**src/rtl/rst_seq_pkg.sv**
```systemverilog
`default_nettype none
// ============================================================================
// Module : rst_seq_pkg
// Brief  : Shared types and constants for the reset sequencer: the FSM state
//          encoding and the width/saturation value of the lock-loss counter.
// Rev    : 1.0  initial release
// ============================================================================
package rst_seq_pkg;

    typedef enum logic [1:0] {
        IDLE   = 2'd0,
        COUNT  = 2'd1,
        RUN    = 2'd2,
        ASSERT = 2'd3
    } state_t;

    localparam int                        LOCKLOSS_CNT_W   = 8;
    localparam logic [LOCKLOSS_CNT_W-1:0] LOCKLOSS_CNT_MAX = 8'hFF;

endpackage : rst_seq_pkg
`default_nettype wire

```
**src/rtl/rst_sequencer_if.sv**
```systemverilog
`default_nettype none
// ============================================================================
// Module : rst_sequencer_if
// Brief  : Control/status bundle of the reset sequencer.
//          i_pllLocked   - PLL lock (asynchronous)
//          i_swRst       - software reset request (synchronous level)
//          o_rst         - per-stage active-high resets, bit 0 released first
//          o_ready       - all stages released and sequencer in RUN
//          o_lockLossCnt - saturating lock-loss event count
//          master: the side driving requests; slave: the sequencer.
// Rev    : 1.0  initial release
// ============================================================================
interface rst_sequencer_if #(
    parameter int N_STAGE = 4
);
    import rst_seq_pkg::*;

    logic                      i_pllLocked;
    logic                      i_swRst;
    logic [N_STAGE-1:0]        o_rst;
    logic                      o_ready;
    logic [LOCKLOSS_CNT_W-1:0] o_lockLossCnt;

    modport master (
        output i_pllLocked,
        output i_swRst,
        input  o_rst,
        input  o_ready,
        input  o_lockLossCnt
    );

    modport slave (
        input  i_pllLocked,
        input  i_swRst,
        output o_rst,
        output o_ready,
        output o_lockLossCnt
    );

endinterface : rst_sequencer_if
`default_nettype wire

```
**src/rtl/rst_seq_sync.sv**
```systemverilog
`default_nettype none
// ============================================================================
// Module : rst_seq_sync
// Brief  : N_SYNC-deep flop chain bringing an asynchronous level into the
//          i_clk domain; clears to 0 on asynchronous reset.
//          i_clk   - destination clock
//          i_rstn  - asynchronous active-low reset
//          i_async - asynchronous input level
//          o_sync  - synchronised level (last flop of the chain)
// Rev    : 1.0  initial release
// ============================================================================
module rst_seq_sync #(
    parameter int N_SYNC = 2
) (
    input  wire logic i_clk,
    input  wire logic i_rstn,
    input  wire logic i_async,
    output logic      o_sync
);

    logic [N_SYNC-1:0] r_chain;

    always_ff @(posedge i_clk or negedge i_rstn) begin
        if (!i_rstn) begin
            r_chain <= '0;
        end else begin
            r_chain <= {r_chain[N_SYNC-2:0], i_async};
        end
    end

    assign o_sync = r_chain[N_SYNC-1];

endmodule : rst_seq_sync
`default_nettype wire

```
**src/rtl/rst_sequencer.sv**
```systemverilog
`default_nettype none
// ============================================================================
// Module : rst_sequencer
// Brief  : Releases N_STAGE resets in ascending order after PLL lock, spaced
//          HOLD_CYCLES apart; software request re-asserts them in descending
//          order; lock loss asserts all of them at once.
//          i_clk  - free-running sequencer clock
//          i_rstn - asynchronous active-low reset
//          bus    - rst_sequencer_if.slave (lock, sw request, resets, ready,
//                   lock-loss count)
//          Optional: RSTSEQ_LOCKLOSS_CNTR_EN builds the saturating lock-loss
//          counter; otherwise o_lockLossCnt is tied to zero.
// Rev    : 1.0  initial release
// ============================================================================
module rst_sequencer
    import rst_seq_pkg::*;
#(
    parameter int N_STAGE     = 4,
    parameter int HOLD_CYCLES = 256,
    parameter int N_SYNC      = 2,
    parameter int CNT_W       = $clog2(HOLD_CYCLES + 1)
) (
    input  wire logic     i_clk,
    input  wire logic     i_rstn,
    rst_sequencer_if.slave bus
);

    // A single-stage build still needs a one-bit index register.
    localparam int              IDX_W         = (N_STAGE > 1) ? $clog2(N_STAGE) : 1;
    localparam logic [IDX_W-1:0] C_IDX_LAST   = IDX_W'(N_STAGE - 1);
    localparam logic [CNT_W-1:0] C_CNT_RELOAD = CNT_W'(HOLD_CYCLES - 1);

    state_t             r_state,  w_state_nxt;
    logic [IDX_W-1:0]   r_idx,    w_idx_nxt;
    logic [CNT_W-1:0]   r_cnt,    w_cnt_nxt;
    logic [N_STAGE-1:0] r_rst,    w_rst_nxt;
    logic               r_ready,  w_ready_nxt;
    logic               w_lock_s;

    rst_seq_sync #(
        .N_SYNC (N_SYNC)
    ) u_lock_sync (
        .i_clk   (i_clk),
        .i_rstn  (i_rstn),
        .i_async (bus.i_pllLocked),
        .o_sync  (w_lock_s)
    );

    always_ff @(posedge i_clk or negedge i_rstn) begin
        if (!i_rstn) begin
            r_state <= IDLE;
            r_idx   <= '0;
            r_cnt   <= '0;
            r_rst   <= '1;
            r_ready <= 1'b0;
        end else begin
            r_state <= w_state_nxt;
            r_idx   <= w_idx_nxt;
            r_cnt   <= w_cnt_nxt;
            r_rst   <= w_rst_nxt;
            r_ready <= w_ready_nxt;
        end
    end

    always_comb begin
        w_state_nxt = r_state;
        w_idx_nxt   = r_idx;
        w_cnt_nxt   = r_cnt;
        w_rst_nxt   = r_rst;
        w_ready_nxt = r_ready;

        // Lock loss outranks both the software request and counter expiry.
        if ((r_state != IDLE) && !w_lock_s) begin
            w_state_nxt = IDLE;
            w_idx_nxt   = '0;
            w_rst_nxt   = '1;
            w_ready_nxt = 1'b0;
        end else begin
            case (r_state)
                IDLE: begin
                    w_rst_nxt   = '1;
                    w_ready_nxt = 1'b0;
                    if (w_lock_s && !bus.i_swRst) begin
                        w_cnt_nxt   = C_CNT_RELOAD;
                        w_idx_nxt   = '0;
                        w_state_nxt = COUNT;
                    end
                end
                COUNT: begin
                    if (r_cnt == '0) begin
                        w_rst_nxt[r_idx] = 1'b0;
                        if (r_idx == C_IDX_LAST) begin
                            w_state_nxt = RUN;
                            w_ready_nxt = 1'b1;
                        end else begin
                            w_idx_nxt = r_idx + IDX_W'(1);
                            w_cnt_nxt = C_CNT_RELOAD;
                        end
                    end else begin
                        w_cnt_nxt = r_cnt - CNT_W'(1);
                    end
                end
                RUN: begin
                    w_rst_nxt   = '0;
                    w_ready_nxt = 1'b1;
                    if (bus.i_swRst) begin
                        w_ready_nxt = 1'b0;
                        w_idx_nxt   = C_IDX_LAST;
                        w_state_nxt = ASSERT;
                    end
                end
                ASSERT: begin
                    w_rst_nxt[r_idx] = 1'b1;
                    if (r_idx == '0) begin
                        w_state_nxt = IDLE;
                    end else begin
                        w_idx_nxt = r_idx - IDX_W'(1);
                    end
                end
                default: begin
                    w_state_nxt = IDLE;
                    w_idx_nxt   = '0;
                    w_rst_nxt   = '1;
                    w_ready_nxt = 1'b0;
                end
            endcase
        end
    end

`ifdef RSTSEQ_LOCKLOSS_CNTR_EN
    logic [LOCKLOSS_CNT_W-1:0] r_ll_cnt;
    logic                      w_ll_evt;

    assign w_ll_evt = (r_state != IDLE) && !w_lock_s;

    always_ff @(posedge i_clk or negedge i_rstn) begin
        if (!i_rstn) begin
            r_ll_cnt <= '0;
        end else if (w_ll_evt && (r_ll_cnt != LOCKLOSS_CNT_MAX)) begin
            r_ll_cnt <= r_ll_cnt + LOCKLOSS_CNT_W'(1);
        end
    end

    assign bus.o_lockLossCnt = r_ll_cnt;
`else
    assign bus.o_lockLossCnt = '0;
`endif

    assign bus.o_rst   = r_rst;
    assign bus.o_ready = r_ready;

endmodule : rst_sequencer
`default_nettype wire

```
**src/flat_wrapper.sv**
```systemverilog
// flat-port wrapper written by rule: the top's interface ports become plain ports
module rst_sequencer_flat import rst_seq_pkg::*;
#(
    parameter int N_STAGE     = 4,
    parameter int HOLD_CYCLES = 256,
    parameter int N_SYNC      = 2,
    parameter int CNT_W       = $clog2(HOLD_CYCLES + 1)
)
  (i_clk, i_rstn, bus_i_pllLocked, bus_i_swRst, bus_o_rst, bus_o_ready, bus_o_lockLossCnt);
  rst_sequencer_if #(.N_STAGE(N_STAGE)) bus_i ();
  input  wire logic i_clk;
  input  wire logic i_rstn;
  input wire logic [$bits(bus_i.i_pllLocked)-1:0] bus_i_pllLocked;
  input wire logic [$bits(bus_i.i_swRst)-1:0] bus_i_swRst;
  output wire logic [$bits(bus_i.o_rst)-1:0] bus_o_rst;
  output wire logic [$bits(bus_i.o_ready)-1:0] bus_o_ready;
  output wire logic [$bits(bus_i.o_lockLossCnt)-1:0] bus_o_lockLossCnt;
  assign bus_i.i_pllLocked = bus_i_pllLocked;
  assign bus_i.i_swRst = bus_i_swRst;
  assign bus_o_rst = bus_i.o_rst;
  assign bus_o_ready = bus_i.o_ready;
  assign bus_o_lockLossCnt = bus_i.o_lockLossCnt;
  rst_sequencer #(.N_STAGE(N_STAGE), .HOLD_CYCLES(HOLD_CYCLES), .N_SYNC(N_SYNC), .CNT_W(CNT_W)) u_core (.i_clk(i_clk), .i_rstn(i_rstn), .bus(bus_i));
endmodule
```
**config.mk**
```make
export PLATFORM = sky130hd
export DESIGN_NAME = rst_sequencer_flat
export DESIGN_NICKNAME = d
export VERILOG_FILES = /design/src/rtl/rst_seq_pkg.sv /design/src/rtl/rst_sequencer_if.sv /design/src/rtl/rst_seq_sync.sv /design/src/rtl/rst_sequencer.sv /design/src/flat_wrapper.sv
export SDC_FILE = /design/constraint.sdc
export NUM_CORES = 1
export LEC_CHECK = 0
export CAP_MARGIN = 20
export CORE_UTILIZATION = 40
export CTS_BUF_LIST = sky130_fd_sc_hd__clkbuf_8
export DETAILED_ROUTE_END_ITERATION = 7
export SLEW_MARGIN = 10
export SYNTH_ARGS = -nofsm -noshare
export SYNTH_HDL_FRONTEND = slang
export SYNTH_SLANG_ARGS = --single-unit
export TNS_END_PERCENT = 5
```
**constraint.sdc**
```tcl
create_clock -name i_clk -period 3.15 [get_ports i_clk]
set_input_delay 0.7875 -clock i_clk [delete_from_list [all_inputs] [get_ports i_clk]]
set_output_delay 0.7875 -clock i_clk [all_outputs]
set_load 0.1 [all_outputs]
```
Yosys cells after proc, flatten, opt, wreduce, memory -nomap -nowiden. Cells that the tools add are included. W data, S select, Z words.

Bits in registers: 20. Input bits: 4. Output and inout bits: 13. Logic and storage cells: 70.

Add/sub/neg operators: 3. Magnitude comparators: 2. Equal/unequal tests: 13. Mux-type cells: 27. Bitwise operators: 4. Reductions and logical operators: 15.

Operators with widths (count): $mux W9 (3); $mux W2 (11); $pmux W9 S2 (1); $pmux W2 S4 (2); $pmux W4 S4 (1); $ne A3 B1 Y1 const B (4); $reduce_and A5 Y1 (2); $logic_not A9 Y1 (1); $ne A3 B2 Y1 const B (3); $sub A9 B1 Y9 const B (1); $mux W4 (2); $eq A2 B2 Y1 const B (3); $mux W1 (5); $and A4 B4 Y4 (1); $logic_not A2 Y1 (2); $not A4 Y4 (1); $or A4 B4 Y4 (1); $reduce_and A4 Y1 (1); $reduce_bool A2 Y1 (2); $reduce_bool A4 Y1 (1); $logic_and A1 B1 Y1 (3); $lt A2 B3 Y1 const B (1); $ne A3 B3 Y1 const B (1); $pmux W1 S3 (1); 9 further kinds (10).

Depth between registers and ports, before layout.
Word-level depth: 9. Mapped depth: 10. Depth with buffers taken out: 7.

Cells and area by module. Synthesis repeated with hierarchy kept, for this count alone.

Cell total of the unflattened synthesis: 145. Area total of the unflattened synthesis: 1363.8 µm².

Modules (own cells, without submodules): rst_sequencer (times used 1, cells an instance 143, area an instance 1313.8 µm², seq. area each 455.4 µm²); rst_seq_sync (times used 1, cells an instance 2, area an instance 50.0 µm², seq. area each 50.0 µm²).

Worst setup path before layout. Ideal clock, no wire load.

Kind: reg2reg. Start point: reg u_core.r_cnt[0]. End point: reg u_core.r_state[1]. Setup time: 95 ps. Arrival: 2431 ps. Data required time: 3055 ps. Slack: 624 ps. Cell stages (with the launch flop): 10. Path buffers: 2. Period minus slack after synthesis: 2526 ps. Cells stage by stage: dfrtp_1 inv_1 ha_1 or3b_1 buf_2 or3_1 buf_2 o32a_4 or4b_1 o31ai_1.

Word-level cells in the longest chain between the ends: 3.

RTL lines: from (decl) (RTL line rst_sequencer.sv:35) `logic [CNT_W-1:0] r_cnt, w_cnt_nxt;`; from (signal assigned) (RTL line rst_sequencer.sv:59) `r_cnt <= w_cnt_nxt;`; $logic_not A9 Y1 (RTL line rst_sequencer.sv:90) `if (r_cnt == '0) begin`; $ne A3 B1 Y1 (no source line); $reduce_and A5 Y1 (no source line); to (signal assigned) (RTL line rst_sequencer.sv:57) `r_state <= w_state_nxt;`; to (decl) (RTL line rst_sequencer.sv:33) `state_t r_state, w_state_nxt;`.

Every way passes these cells. A chain may end at the register's enable or synchronous reset.

Worst setup path after layout. Ends and elaborated chain as after synthesis.

==> results.sh <==
export IMPL_wire_per_inst_um=13.01
export IMPL_slew_limit_headroom=0.5800
export IMPL_setup_ws_ns=0.5278
export IMPL_cp_data_arrival_time_ns=2.79
export IMPL_status="finished, final reports clean"
export IMPL_grt_use_total=0.1695
export IMPL_drive_gt1_frac=0.1465
export IMPL_tightest_slew_ns=0.6234
export IMPL_dpl_hpwl_um=1896
export IMPL_yosys_register_bits=20
export IMPL_first_global_vias=972
export IMPL_netlist_area_um2=1308
export IMPL_clock_latency_ns=0.26
export IMPL_drc=0
export IMPL_r2r_cells=7
export IMPL_die_area_um2=3502
export IMPL_routed_via_density=5.418
export IMPL_ys_types=44
export IMPL_place_area_um2=1389
export IMPL_min_from="u_core.u_lock_sync.r_chain[0]"
export IMPL_cts_setup_buffers=0
export IMPL_yosysWarnings=0
export IMPL_reg2reg_setup_slack_ns=0.53
export IMPL_grt_pass1_wl_um=4457
export IMPL_r2r_end="u_core.r_state[1]"
export IMPL_coreArea_um2=3078
export IMPL_setup_viol=0
export IMPL_holdPathStages=0
export IMPL_fillerInstances=306
export IMPL_cellPowerDensity_nw_per_um2=955.4
export IMPL_start_util=0.4248
export IMPL_die_h_um=59.18
export IMPL_period_share=0.8324
export IMPL_ys_flop_type="dfrtp_1"
export IMPL_cts_tree="done"
export IMPL_whs_endpoint="u_core.u_lock_sync.r_chain[1]"
export IMPL_dr_pass1_iters=4
export IMPL_path_class="reg2reg"
export IMPL_cts_sinks=20
export IMPL_crit_required_ns=3.32
export IMPL_ctsHoldBuffers=0
export IMPL_cts_resized=0
export IMPL_cts_buffers=3
export IMPL_cts_clk_slew_worst_paths_ns=0.08
export IMPL_antenna_found_initial=0
export IMPL_critPathCaptureType="flop"
export IMPL_drt_total_wl_um=2615
export IMPL_ys_seq_area_frac=0.3866
export IMPL_leakage_uw=0.0005922
export IMPL_fmax_mhz=381.4
export IMPL_drtAntennaViolNets=0
export IMPL_fin_tns_setup_ns=0
export IMPL_hp_class="reg2reg"
export IMPL_vias=1089
export IMPL_layout_nets=167
export IMPL_place_ws_ns=0.5245
export IMPL_fp_dieW_um=59.18
export IMPL_io_pins=17
export IMPL_clock_path_buffers=2
export IMPL_grt_overflow=0
export IMPL_skew_ns=0.002103
export IMPL_antenna_cells=0
export IMPL_port_buffers=8
export IMPL_htree_levels=1
export IMPL_critPathMaxFanout=6
export IMPL_synth_avg_cell_area_um2=8.659
export IMPL_final_area_um2=1434
export IMPL_peakVddDrop_mv=0.4171
export IMPL_rsz0062_at_grt="no"
export IMPL_drt_first_iter_violations=25
export IMPL_hold_violations=0
export IMPL_cp_start_kind="flop"
export IMPL_final_max_slew_viol_count=0
export IMPL_syn2layout_area_growth_pct=9.665
export IMPL_grt_start_max_net_pins=21
export IMPL_async_reset_ff_frac=1.000
export IMPL_synth_edf_count=0
export IMPL_rr_startpoint="u_core.r_cnt[0]"
export IMPL_cap_violations=0
export IMPL_routabilityCongestion=0.8973
export IMPL_min_period_ns=2.622
export IMPL_cts_root_buffer_cell="clkbuf_8"
export IMPL_postSynthCellCount=151
export IMPL_fp_row_count=20
## Yosys cell counts (3+ instances only)
library cell	instances	area [µm²]
a21oi_1	10	50.05
a31oi_1	3	18.77
buf_2	3	15.01
buf_4	8	60.06
clkbuf_1	5	18.77
dfrtp_1	16	400.4
dfstp_2	4	105.1
ha_1	5	62.56
inv_1	8	30.03
mux2i_1	3	30.03
nand2_1	9	33.78
nand2b_1	3	18.77
nand3_1	6	30.03
nor2_1	16	60.06
nor3_1	7	35.03
o21ai_0	9	45.04
o31ai_1	3	22.52
## routing by layer
layer,track usage,vias to the layer above,part of all wire
met5,0,-,0
met4,0.05782,0,0.012
met2,0.2695,29,0.45
met1,0.2335,522,0.49
li1,-,534,-
met3,0.02838,4,0.049
## state kept, by name, indices dropped and copies added (netlist names)
register	cells
u_core.r_idx	2
u_core.u_lock_sync.r_chain	2
u_core.bus.o_rst	4
u_core.r_cnt	9
u_core.bus.o_ready	1
u_core.r_state	2
## worst max-delay path: stages, from the launching register on
cell and delay (ns):
dfrtp_1 0.42, inv_1 0.07, ha_1 0.17, or3b_1 0.44, or3_1 0.49, o32a_4 0.41
or4b_1 0.47, o31ai_1 0.08
## where the power goes
part | total (µW) | internal, µW | switching, µW
Combinational | 766 | 248 | 518
Clock | 173 | 86.8 | 86.6
Sequential | 431 | 348 | 82.9
## cell usage in the layout (no fill, tap or decap), types with 4 or more instances in the layout
| master | instances |
|---|---|
| nor3_1 | 7 |
| dfstp_2 | 4 |
| o21ai_0 | 9 |
| nor2_1 | 16 |
| a21oi_1 | 10 |
| inv_1 | 9 |
| ha_1 | 5 |
| nand2_1 | 9 |
| nand3_1 | 6 |
| buf_4 | 9 |
| conb_1 | 8 |
| dfrtp_1 | 16 |
## how the worst max path moves through the flow
stage                         start           endpoint  slack (ns)
finish              u_core.r_cnt[0]  u_core.r_state[1]        0.53
global route        u_core.r_cnt[0]    u_core.r_cnt[2]        0.39
CTS                 u_core.r_cnt[0]  u_core.r_state[1]        0.53
detailed placement      bus_i_swRst    u_core.r_cnt[5]        0.52
global placement        bus_i_swRst    u_core.r_idx[1]        0.49
floorplan           u_core.r_cnt[0]  u_core.r_state[1]        0.62
## layout make-up
cell class              instances  area (µm²)  area share
inverters                       8       30.03     0.02094
multi-input cells             113       700.7      0.4887
well taps                      44       55.05     0.03839
flip-flops and latches         20       505.5      0.3525
clock inverters                 1       3.754    0.002618
repair buffers                 12       97.59     0.06806
clock buffers                   3       41.29     0.02880
## per-stage QoR
| stage | hold WS [ns] | cells | utilization | power, µW |
|---|---|---|---|---|
| floorplan | 0.3312 | 158 | - | 1044 |
| global placement | 0.3353 | 197 | 0.4512 | 1189 |
| detailed placement | 0.3403 | 197 | 0.4512 | 1199 |
| CTS | 0.3589 | 201 | 0.4659 | 1378 |
| global route | 0.3609 | 201 | 0.4659 | 1461 |
| finish | 0.3541 | 201 | 0.4659 | 1370 |
## logic make-up (layout without fill, tap and decap cells)
group,count (synthesis),count (layout),share of synthesized area
buffers and inverters,25,24,0.09761
other,1,8,0.002868
XOR/XNOR,1,1,0.006700
flip-flops,20,20,0.3866
AND/OR/NAND/NOR,54,54,0.2096
adder cells (fa/ha/maj),5,5,0.04785
AO/OA/AOI/OAI,42,42,0.2258
multiplexers,3,3,0.02297
(Power assumes the default switching activity.)
